==> config.mk <==
export PLATFORM = sky130hd
export DESIGN_NAME = axi_stream_strip_header_flat
export DESIGN_NICKNAME = d
export VERILOG_FILES = /design/src/rtl/axi_stream_pkg.sv /design/src/rtl/axi_stream_strip_header_if.sv /design/src/rtl/axi_stream_out_reg.sv /design/src/rtl/axi_stream_strip_header.sv /design/src/flat_wrapper.sv
export SDC_FILE = /design/constraint.sdc
export NUM_CORES = 1
export LEC_CHECK = 0
export CORE_ASPECT_RATIO = 1.5
export CORE_MARGIN = 3
export CORE_UTILIZATION = 40
export DETAILED_ROUTE_END_ITERATION = 10
export GPL_TIMING_DRIVEN = 0
export SLEW_MARGIN = 0
export SYNTH_ARGS = -nofsm -noshare
export SYNTH_HDL_FRONTEND = slang
export SYNTH_SLANG_ARGS = --single-unit
==> constraint.sdc <==
create_clock -name clk -period 11.25 [get_ports clk]
set_input_delay 1.125 -clock clk [delete_from_list [all_inputs] [get_ports clk]]
set_output_delay 1.125 -clock clk [all_outputs]
set_load 0.05 [all_outputs]
==> src/rtl/axi_stream_pkg.sv <==
// Shared types and byte-lane helpers for the AXI-Stream header insert/strip stages.
// Byte lane DATA_BYTE_WD-1 is the first byte on the wire (big-endian).
package axi_stream_pkg;

   localparam int DATA_WD      = 32;
   localparam int DATA_BYTE_WD = DATA_WD / 8;
   localparam int BYTE_CNT_WD  = $clog2(DATA_BYTE_WD);
   localparam int CNT_WD       = BYTE_CNT_WD + 1;

   typedef logic [DATA_WD-1:0]      data_t;
   typedef logic [DATA_BYTE_WD-1:0] keep_t;
   typedef logic [BYTE_CNT_WD-1:0]  bcnt_t;
   // Byte counts that must reach DATA_BYTE_WD inclusive.
   typedef logic [CNT_WD-1:0]       cnt_t;

   typedef enum logic [1:0] {
      IDLE,
      FIRST,
      STREAM,
      FLUSH
   } state_e;

   function automatic cnt_t popcount(keep_t k);
      cnt_t n;
      n = '0;
      for (int i = 0; i < DATA_BYTE_WD; i++) begin
         n = n + cnt_t'(k[i]);
      end
      return n;
   endfunction

   function automatic keep_t keep_from_cnt(cnt_t n);
      return ~({DATA_BYTE_WD{1'b1}} >> n);
   endfunction

   function automatic data_t expand_keep(keep_t k);
      data_t m;
      for (int i = 0; i < DATA_BYTE_WD; i++) begin
         m[i*8 +: 8] = {8{k[i]}};
      end
      return m;
   endfunction

   function automatic data_t shl_bytes(data_t d, cnt_t n);
      return d << {n, 3'b000};
   endfunction

   function automatic data_t shr_bytes(data_t d, cnt_t n);
      return d >> {n, 3'b000};
   endfunction

   function automatic cnt_t min_cnt(cnt_t a, cnt_t b);
      return (a < b) ? a : b;
   endfunction

endpackage

==> src/rtl/axi_stream_strip_header_if.sv <==
// Bundle of the stream, strip-config and header handshakes of the strip stage.
// The slave modport is the stage itself; master is its environment.
interface axi_stream_strip_header_if;
   import axi_stream_pkg::*;

   logic  valid_in;
   data_t data_in;
   keep_t keep_in;
   logic  last_in;
   logic  ready_in;

   logic  valid_out;
   data_t data_out;
   keep_t keep_out;
   logic  last_out;
   logic  ready_out;

   logic  valid_strip;
   bcnt_t byte_strip_cnt;
   logic  ready_strip;

   logic  valid_hdr;
   data_t data_hdr;
   keep_t keep_hdr;
   logic  ready_hdr;

   modport slave (
      input  valid_in, data_in, keep_in, last_in,
      output ready_in,
      output valid_out, data_out, keep_out, last_out,
      input  ready_out,
      input  valid_strip, byte_strip_cnt,
      output ready_strip,
      output valid_hdr, data_hdr, keep_hdr,
      input  ready_hdr
   );

   modport master (
      output valid_in, data_in, keep_in, last_in,
      input  ready_in,
      input  valid_out, data_out, keep_out, last_out,
      output ready_out,
      output valid_strip, byte_strip_cnt,
      input  ready_strip,
      input  valid_hdr, data_hdr, keep_hdr,
      output ready_hdr
   );

endinterface

==> src/rtl/axi_stream_out_reg.sv <==
// Single-entry output register with valid/ready handshake.
// Loads when empty or when its current beat drains in the same cycle.
module axi_stream_out_reg
   import axi_stream_pkg::*;
(
   input  logic  clk,
   input  logic  rst,
   input  logic  load,
   input  data_t in_data,
   input  keep_t in_keep,
   input  logic  in_last,
   output logic  can_load,
   output logic  valid,
   output data_t data,
   output keep_t keep,
   output logic  last,
   input  logic  ready
);

   logic  valid_q, valid_d;
   data_t data_q, data_d;
   keep_t keep_q, keep_d;
   logic  last_q, last_d;

   assign can_load = !valid_q || ready;
   assign valid    = valid_q;
   assign data     = data_q;
   assign keep     = keep_q;
   assign last     = last_q;

   always_comb begin
      valid_d = valid_q;
      data_d  = data_q;
      keep_d  = keep_q;
      last_d  = last_q;
      if (load) begin
         valid_d = 1'b1;
         data_d  = in_data;
         keep_d  = in_keep;
         last_d  = in_last;
      end else if (valid_q && ready) begin
         valid_d = 1'b0;
         data_d  = '0;
         keep_d  = '0;
         last_d  = 1'b0;
      end
   end

   always_ff @(posedge clk) begin
      if (rst) begin
         valid_q <= 1'b0;
         data_q  <= '0;
         keep_q  <= '0;
         last_q  <= 1'b0;
      end else begin
         valid_q <= valid_d;
         data_q  <= data_d;
         keep_q  <= keep_d;
         last_q  <= last_d;
      end
   end

endmodule

==> src/rtl/axi_stream_strip_header.sv <==
// Strips H leading bytes per packet onto a header port and realigns
// the remaining payload so its first byte lands in the MSB lane.
module axi_stream_strip_header
   import axi_stream_pkg::*;
(
   input logic clk,
   input logic rst,
   axi_stream_strip_header_if.slave bus
);

   state_e state_q, state_d;
   cnt_t   strip_q, strip_d;
   data_t  hold_q, hold_d;
   cnt_t   hold_cnt_q, hold_cnt_d;

   logic   pay_load, pay_can, pay_last;
   data_t  pay_data;
   keep_t  pay_keep;
   logic   hdr_load, hdr_can;
   data_t  hdr_data;
   keep_t  hdr_keep;
   logic   hdr_last_unused;

   cnt_t   k;
   cnt_t   p;
   data_t  in_shl;
   data_t  in_shr;

   always_comb begin
      state_d    = state_q;
      strip_d    = strip_q;
      hold_d     = hold_q;
      hold_cnt_d = hold_cnt_q;
      bus.ready_in    = 1'b0;
      bus.ready_strip = 1'b0;
      pay_load = 1'b0;
      pay_data = '0;
      pay_keep = '0;
      pay_last = 1'b0;
      hdr_load = 1'b0;
      hdr_data = '0;
      hdr_keep = '0;
      k      = popcount(bus.keep_in);
      p      = cnt_t'(DATA_BYTE_WD) - strip_q;
      // Low lanes left behind after the header/S bytes are consumed.
      in_shl = shl_bytes(bus.data_in, strip_q);
      in_shr = shr_bytes(bus.data_in, p);
      unique case (state_q)
         IDLE: begin
            bus.ready_strip = !rst;
            if (bus.valid_strip && !rst) begin
               strip_d = cnt_t'(bus.byte_strip_cnt) + cnt_t'(1);
               state_d = FIRST;
            end
         end
         FIRST: begin
            bus.ready_in = !rst && hdr_can && pay_can;
            if (bus.ready_in && bus.valid_in) begin
               hdr_load   = 1'b1;
               hdr_keep   = keep_from_cnt(min_cnt(strip_q, k));
               hdr_data   = bus.data_in & expand_keep(hdr_keep);
               hold_d     = in_shl;
               hold_cnt_d = p;
               if (bus.last_in) begin
                  state_d = IDLE;
                  if (k > strip_q) begin
                     pay_load = 1'b1;
                     pay_keep = keep_from_cnt(k - strip_q);
                     pay_data = in_shl & expand_keep(pay_keep);
                     pay_last = 1'b1;
                  end
               end else begin
                  state_d = STREAM;
               end
            end
         end
         STREAM: begin
            bus.ready_in = !rst && pay_can;
            if (bus.ready_in && bus.valid_in) begin
               pay_load   = 1'b1;
               hold_d     = in_shl;
               hold_cnt_d = p;
               if (bus.last_in && (k > strip_q)) begin
                  pay_keep   = '1;
                  hold_cnt_d = k - strip_q;
                  state_d    = FLUSH;
               end else begin
                  pay_keep = keep_from_cnt(p + min_cnt(strip_q, k));
                  pay_last = bus.last_in;
                  if (bus.last_in) state_d = IDLE;
               end
               pay_data = (hold_q | in_shr) & expand_keep(pay_keep);
            end
         end
         FLUSH: begin
            if (pay_can && !rst) begin
               pay_load = 1'b1;
               pay_keep = keep_from_cnt(hold_cnt_q);
               pay_data = hold_q & expand_keep(pay_keep);
               pay_last = 1'b1;
               state_d  = IDLE;
            end
         end
      endcase
   end

   always_ff @(posedge clk) begin
      if (rst) begin
         state_q    <= IDLE;
         strip_q    <= '0;
         hold_q     <= '0;
         hold_cnt_q <= '0;
      end else begin
         state_q    <= state_d;
         strip_q    <= strip_d;
         hold_q     <= hold_d;
         hold_cnt_q <= hold_cnt_d;
      end
   end

   axi_stream_out_reg u_pay (
      .clk      (clk),
      .rst      (rst),
      .load     (pay_load),
      .in_data  (pay_data),
      .in_keep  (pay_keep),
      .in_last  (pay_last),
      .can_load (pay_can),
      .valid    (bus.valid_out),
      .data     (bus.data_out),
      .keep     (bus.keep_out),
      .last     (bus.last_out),
      .ready    (bus.ready_out)
   );

   axi_stream_out_reg u_hdr (
      .clk      (clk),
      .rst      (rst),
      .load     (hdr_load),
      .in_data  (hdr_data),
      .in_keep  (hdr_keep),
      .in_last  (1'b0),
      .can_load (hdr_can),
      .valid    (bus.valid_hdr),
      .data     (bus.data_hdr),
      .keep     (bus.keep_hdr),
      .last     (hdr_last_unused),
      .ready    (bus.ready_hdr)
   );

endmodule

==> src/flat_wrapper.sv <==
// flat-port wrapper written by rule: the top's interface ports become plain ports
module axi_stream_strip_header_flat import axi_stream_pkg::*;
  (clk, rst, bus_valid_in, bus_data_in, bus_keep_in, bus_last_in, bus_ready_in, bus_valid_out, bus_data_out, bus_keep_out, bus_last_out, bus_ready_out, bus_valid_strip, bus_byte_strip_cnt, bus_ready_strip, bus_valid_hdr, bus_data_hdr, bus_keep_hdr, bus_ready_hdr);
  axi_stream_strip_header_if bus_i ();
  input logic clk;
  input logic rst;
  input wire logic [$bits(bus_i.valid_in)-1:0] bus_valid_in;
  input wire logic [$bits(bus_i.data_in)-1:0] bus_data_in;
  input wire logic [$bits(bus_i.keep_in)-1:0] bus_keep_in;
  input wire logic [$bits(bus_i.last_in)-1:0] bus_last_in;
  output wire logic [$bits(bus_i.ready_in)-1:0] bus_ready_in;
  output wire logic [$bits(bus_i.valid_out)-1:0] bus_valid_out;
  output wire logic [$bits(bus_i.data_out)-1:0] bus_data_out;
  output wire logic [$bits(bus_i.keep_out)-1:0] bus_keep_out;
  output wire logic [$bits(bus_i.last_out)-1:0] bus_last_out;
  input wire logic [$bits(bus_i.ready_out)-1:0] bus_ready_out;
  input wire logic [$bits(bus_i.valid_strip)-1:0] bus_valid_strip;
  input wire logic [$bits(bus_i.byte_strip_cnt)-1:0] bus_byte_strip_cnt;
  output wire logic [$bits(bus_i.ready_strip)-1:0] bus_ready_strip;
  output wire logic [$bits(bus_i.valid_hdr)-1:0] bus_valid_hdr;
  output wire logic [$bits(bus_i.data_hdr)-1:0] bus_data_hdr;
  output wire logic [$bits(bus_i.keep_hdr)-1:0] bus_keep_hdr;
  input wire logic [$bits(bus_i.ready_hdr)-1:0] bus_ready_hdr;
  assign bus_i.valid_in = bus_valid_in;
  assign bus_i.data_in = bus_data_in;
  assign bus_i.keep_in = bus_keep_in;
  assign bus_i.last_in = bus_last_in;
  assign bus_ready_in = bus_i.ready_in;
  assign bus_valid_out = bus_i.valid_out;
  assign bus_data_out = bus_i.data_out;
  assign bus_keep_out = bus_i.keep_out;
  assign bus_last_out = bus_i.last_out;
  assign bus_i.ready_out = bus_ready_out;
  assign bus_i.valid_strip = bus_valid_strip;
  assign bus_i.byte_strip_cnt = bus_byte_strip_cnt;
  assign bus_ready_strip = bus_i.ready_strip;
  assign bus_valid_hdr = bus_i.valid_hdr;
  assign bus_data_hdr = bus_i.data_hdr;
  assign bus_keep_hdr = bus_i.keep_hdr;
  assign bus_i.ready_hdr = bus_ready_hdr;
  axi_stream_strip_header u_core (.clk(clk), .rst(rst), .bus(bus_i));
endmodule
==> out/qor.yml <==
sta:
  fin_skew_ns: 0.0121
  fin_setup_tns_ns: 0
  slew_headroom: 0.374
  min_period_ns: 5.76
  worst_pin_slew_ns: 0.931
  setup_viol: 0
  rsz0062_at_grt: "no"
  post-route-period-util: 0.512
  slew_viol_final: 0
  hold_violations: 0
  fmax_mhz: 174
logic_synthesis:
  synthCells: 757
  synth_seq_cells: 115
  avgSynthCellArea_um2: 8.42
  synth_edf_count: 0
  syn_nets: 817
  yosysWarningCount: 0
  syn_area_um2: 6380
  synthArstFlopShare: 0
  ys_types: 76
  ys.flop_type: "dfxtp_1"
  synth.yosys.seq_area_share: 0.361
global_routing:
  grt_usage: 0.295
  grt_pass1_wl_um: 38500
  grt_pass1_vias: 6501
  grt.overflow.total: 0
  antenna_found_initial: 0
  grt_start_max_net_pins: 17
clock_network:
  htreeDepth: 4
  post_cts_buffers: 0
  cts_hold_buf: 0
  clock_latency_ns: 0.42
  cts_repair_resize_count: 0
  path_clk_slew_ns: 0.06
  root_buffer: "clkbuf_16"
  cts_buffers: 17
  cts_tree: "done"
  clockBufferDepth: 2
  cts.sinks: 115
pwr:
  p_leak_uw: 0.00313
  power_uw: 1360
  power_frac_seq: 0.329
  ir_drop_mv: 0.131
  sw_frac_of_total: 0.347
  power_density_nw_per_um2: 161
  internal_power_uw: 886
  pwr-share-clk: 0.410
  switching_power_uw: 470
  p_comb_frac: 0.262
routing:
  ant_nets: 0
  wl_per_cell_um: 23.3
  viasPerCell: 5.97
  drtIter0Drc: 436
  drc: 0
  via_count: 6605
  dr.pass1.iters: 6
  routed_wl_um: 25800
floorplanning:
  initial_utilization: 0.415
  die_w_um: 109
  ios: 122
  rows: 55
  die_area_um2: 17500
  fp.dieH_um: 161
  coreArea_um2: 15300
outcome:
  status: "finished, final reports clean"
cells_and_area:
  final_util: 0.548
  final_cells: 1107
  final_cell_area_um2: 8410
  nets: 955
  n_antenna_cell: 0
  num-fill-cells: 1451
  synthToLayoutAreaGrowth_pct: 32.0
  drive_above_1_share: 0.100
placement:
  place_inst: 1075
  placed_cell_area_um2: 7820
  io_buffers: 119
  gp_congestion: 0.986
  dpl.hpwl_um: 19800
setup_path:
  cpMostUsedCell: "ha_1"
  critical_path_class: "primary input to register"
  critPathRequiredTime_ns: 11.56
  startpoint_type: "primary input"
  end_kind: "register"
  max_stage_delay_ns: 0.43
  cp_slowest_cell: "fa_1"
  cp_max_fo: 10
  worstPathArrival_ns: 6.07
  path_cells: "clkdlybuf4s50_1 > ha_1 > inv_1 > fa_1 > inv_1 > ha_1 > ha_1 > nand3b_4 > a21bo_1 > buf_6 > nor2_1 > a21oi_1 > ha_1 > fa_1 > xor2_1 > and4_2 > o22ai_4 > a21oi_1 > nor2_1 > a211o_1"
min_path:
  hold_class: "register to register"
job:
  maxCapViolCount: 0
[routing by layer]
metal / track usage / routed length [um] / share of wire / up-vias
met5: 0 / 0 / 0 / -
met4: 0.167 / 1470 / 0.057 / 0
met3: 0.0450 / 1460 / 0.056 / 68
met2: 0.497 / 12800 / 0.50 / 304
met1: 0.349 / 10000 / 0.39 / 3186
li1: - / - / - / 3047
[state kept, by name, summed over array words and instances (netlist names)]
name and count:
u_core.state_q 2, u_core.u_hdr.keep 4, u_core.strip_q 3, u_core.hold_cnt_q 3
u_core.u_hdr.data 32, u_core.u_hdr.valid 1, u_core.hold_q 32, u_core.u_pay.valid 1
u_core.u_pay.keep 4, u_core.u_pay.last 1, u_core.u_pay.data 32
[cells by family after synthesis]
| group | Yosys count | share of synthesized area |
|---|---|---|
| compound gates | 256 | 0.289 |
| simple gates | 255 | 0.194 |
| flops | 115 | 0.361 |
| buf+inv | 78 | 0.0595 |
| mux | 34 | 0.0569 |
| fa+ha+maj | 15 | 0.0330 |
| xor+xnor | 4 | 0.00667 |
[synth_stat cells, types with 2 or more instances]
| library cell | count | area share |
|---|---|---|
| buf_6 | 3 | 0.0053 |
| a31oi_1 | 10 | 0.0098 |
| nor2_1 | 26 | 0.015 |
| a2bb2oi_2 | 2 | 0.0047 |
| nand3_1 | 35 | 0.027 |
| nor3_1 | 4 | 0.0031 |
| buf_2 | 17 | 0.013 |
| buf_1 | 6 | 0.0035 |
| a211o_1 | 9 | 0.012 |
| mux2_2 | 8 | 0.014 |
| ha_1 | 12 | 0.024 |
| a221oi_1 | 8 | 0.011 |
| a22o_1 | 24 | 0.033 |
| a22oi_1 | 8 | 0.0094 |
| clkbuf_1 | 24 | 0.014 |
| a211oi_1 | 28 | 0.033 |
| o22a_1 | 9 | 0.012 |
| nand2_1 | 125 | 0.074 |
| o211ai_1 | 9 | 0.011 |
| a21oi_1 | 110 | 0.086 |
| xor2_1 | 2 | 0.0027 |
| and3_1 | 27 | 0.026 |
| o21ai_0 | 6 | 0.0047 |
| dfxtp_1 | 115 | 0.36 |
| nand2_2 | 2 | 0.0020 |
| inv_1 | 23 | 0.014 |
| o32ai_1 | 8 | 0.011 |
| nor2b_1 | 11 | 0.011 |
| or3_1 | 8 | 0.0078 |
| fa_1 | 3 | 0.0094 |
| and2_1 | 5 | 0.0049 |
| clkinv_1 | 2 | 0.0012 |
| mux2i_1 | 25 | 0.039 |
[stage by stage]
step / worst slack, ns / hold slack (ns)
after detailed placement: 5.09 / 0.445
after floorplan: 6.11 / 0.432
final: 5.49 / 0.454
after global routing: 5.30 / 0.468
after CTS: 5.51 / 0.453
after global placement: 5.20 / 0.436
[worst paths after layout]
| check | startpoint | end | slack [ns] | depth (start not counted) |
|---|---|---|---|---|
| max | bus_keep_in[1] | u_core.u_pay.data[8]$_SDFFE_PP0P_ | 5.49 | 20 |
| min reg2reg | u_core.hold_q[16]$_SDFFE_PP0P_ | u_core.hold_q[16]$_SDFFE_PP0P_ | 0.45 | 2 |
| min | u_core.hold_q[16]$_SDFFE_PP0P_ | u_core.hold_q[16]$_SDFFE_PP0P_ | 0.45 | 2 |
| max reg2reg | u_core.strip_q[1]$_SDFFE_PP0P_ | u_core.u_pay.data[8]$_SDFFE_PP0P_ | 6.72 | 15 |
[worst max-delay path, delay by kind of cell]
kind                     cells  cell delay, ns
AO/OA/AOI/OAI                5            1.09
adder cells (fa/ha/maj)      6            1.94
AND/OR/NAND/NOR              4            0.89
XOR/XNOR                     1            0.32
buffers and inverters        4            0.68
[power groups by stage]
stage	Sequential (uW)	Combinational, uW	Clock (uW)
floorplan	474	211	0
global placement	453	345	0
detailed placement	454	348	0
CTS	445	350	559
global route	448	377	577
finish	445	355	556
[final cells by class]
type                            count  area [um^2]  share of cell area
Tap cell                          199          249              0.0296
Sequential cell                   115         2300               0.274
Inverter                           25         93.8              0.0112
Timing Repair Buffer              119         1190               0.142
Multi-Input combinational cell    564         3690               0.439
Clock buffer                       17          425              0.0506
Buffer                             53          285              0.0339
Clock inverter                     15          173              0.0205
[placed cells by master (no fill, tap or decap), drive strengths merged, types with 8 or more instances in the layout]
cell           synthesis  layout
o22a                   9       9
nand2                127     127
ha                    12      12
o32ai                  8       8
a22oi                  8       8
mux2i                 26      26
a211o                  9       9
a31oi                 12      12
a22o                  24      24
a211oi                28      28
o21ai                  8       8
a21oi                112     112
a221oi                 9       9
nor2                  27      27
inv                   23      28
buf                   27      27
nand3                 35      35
mux2                   8       8
o211ai                 9       9
dfxtp                115     115
clkdlybuf4s50          0     119
and3                  27      27
nor2b                 12      12
clkbuf                25      42
or3                    8       8
clkinv                 2       8
No activity file was read; power rests on OpenSTA's default activity.
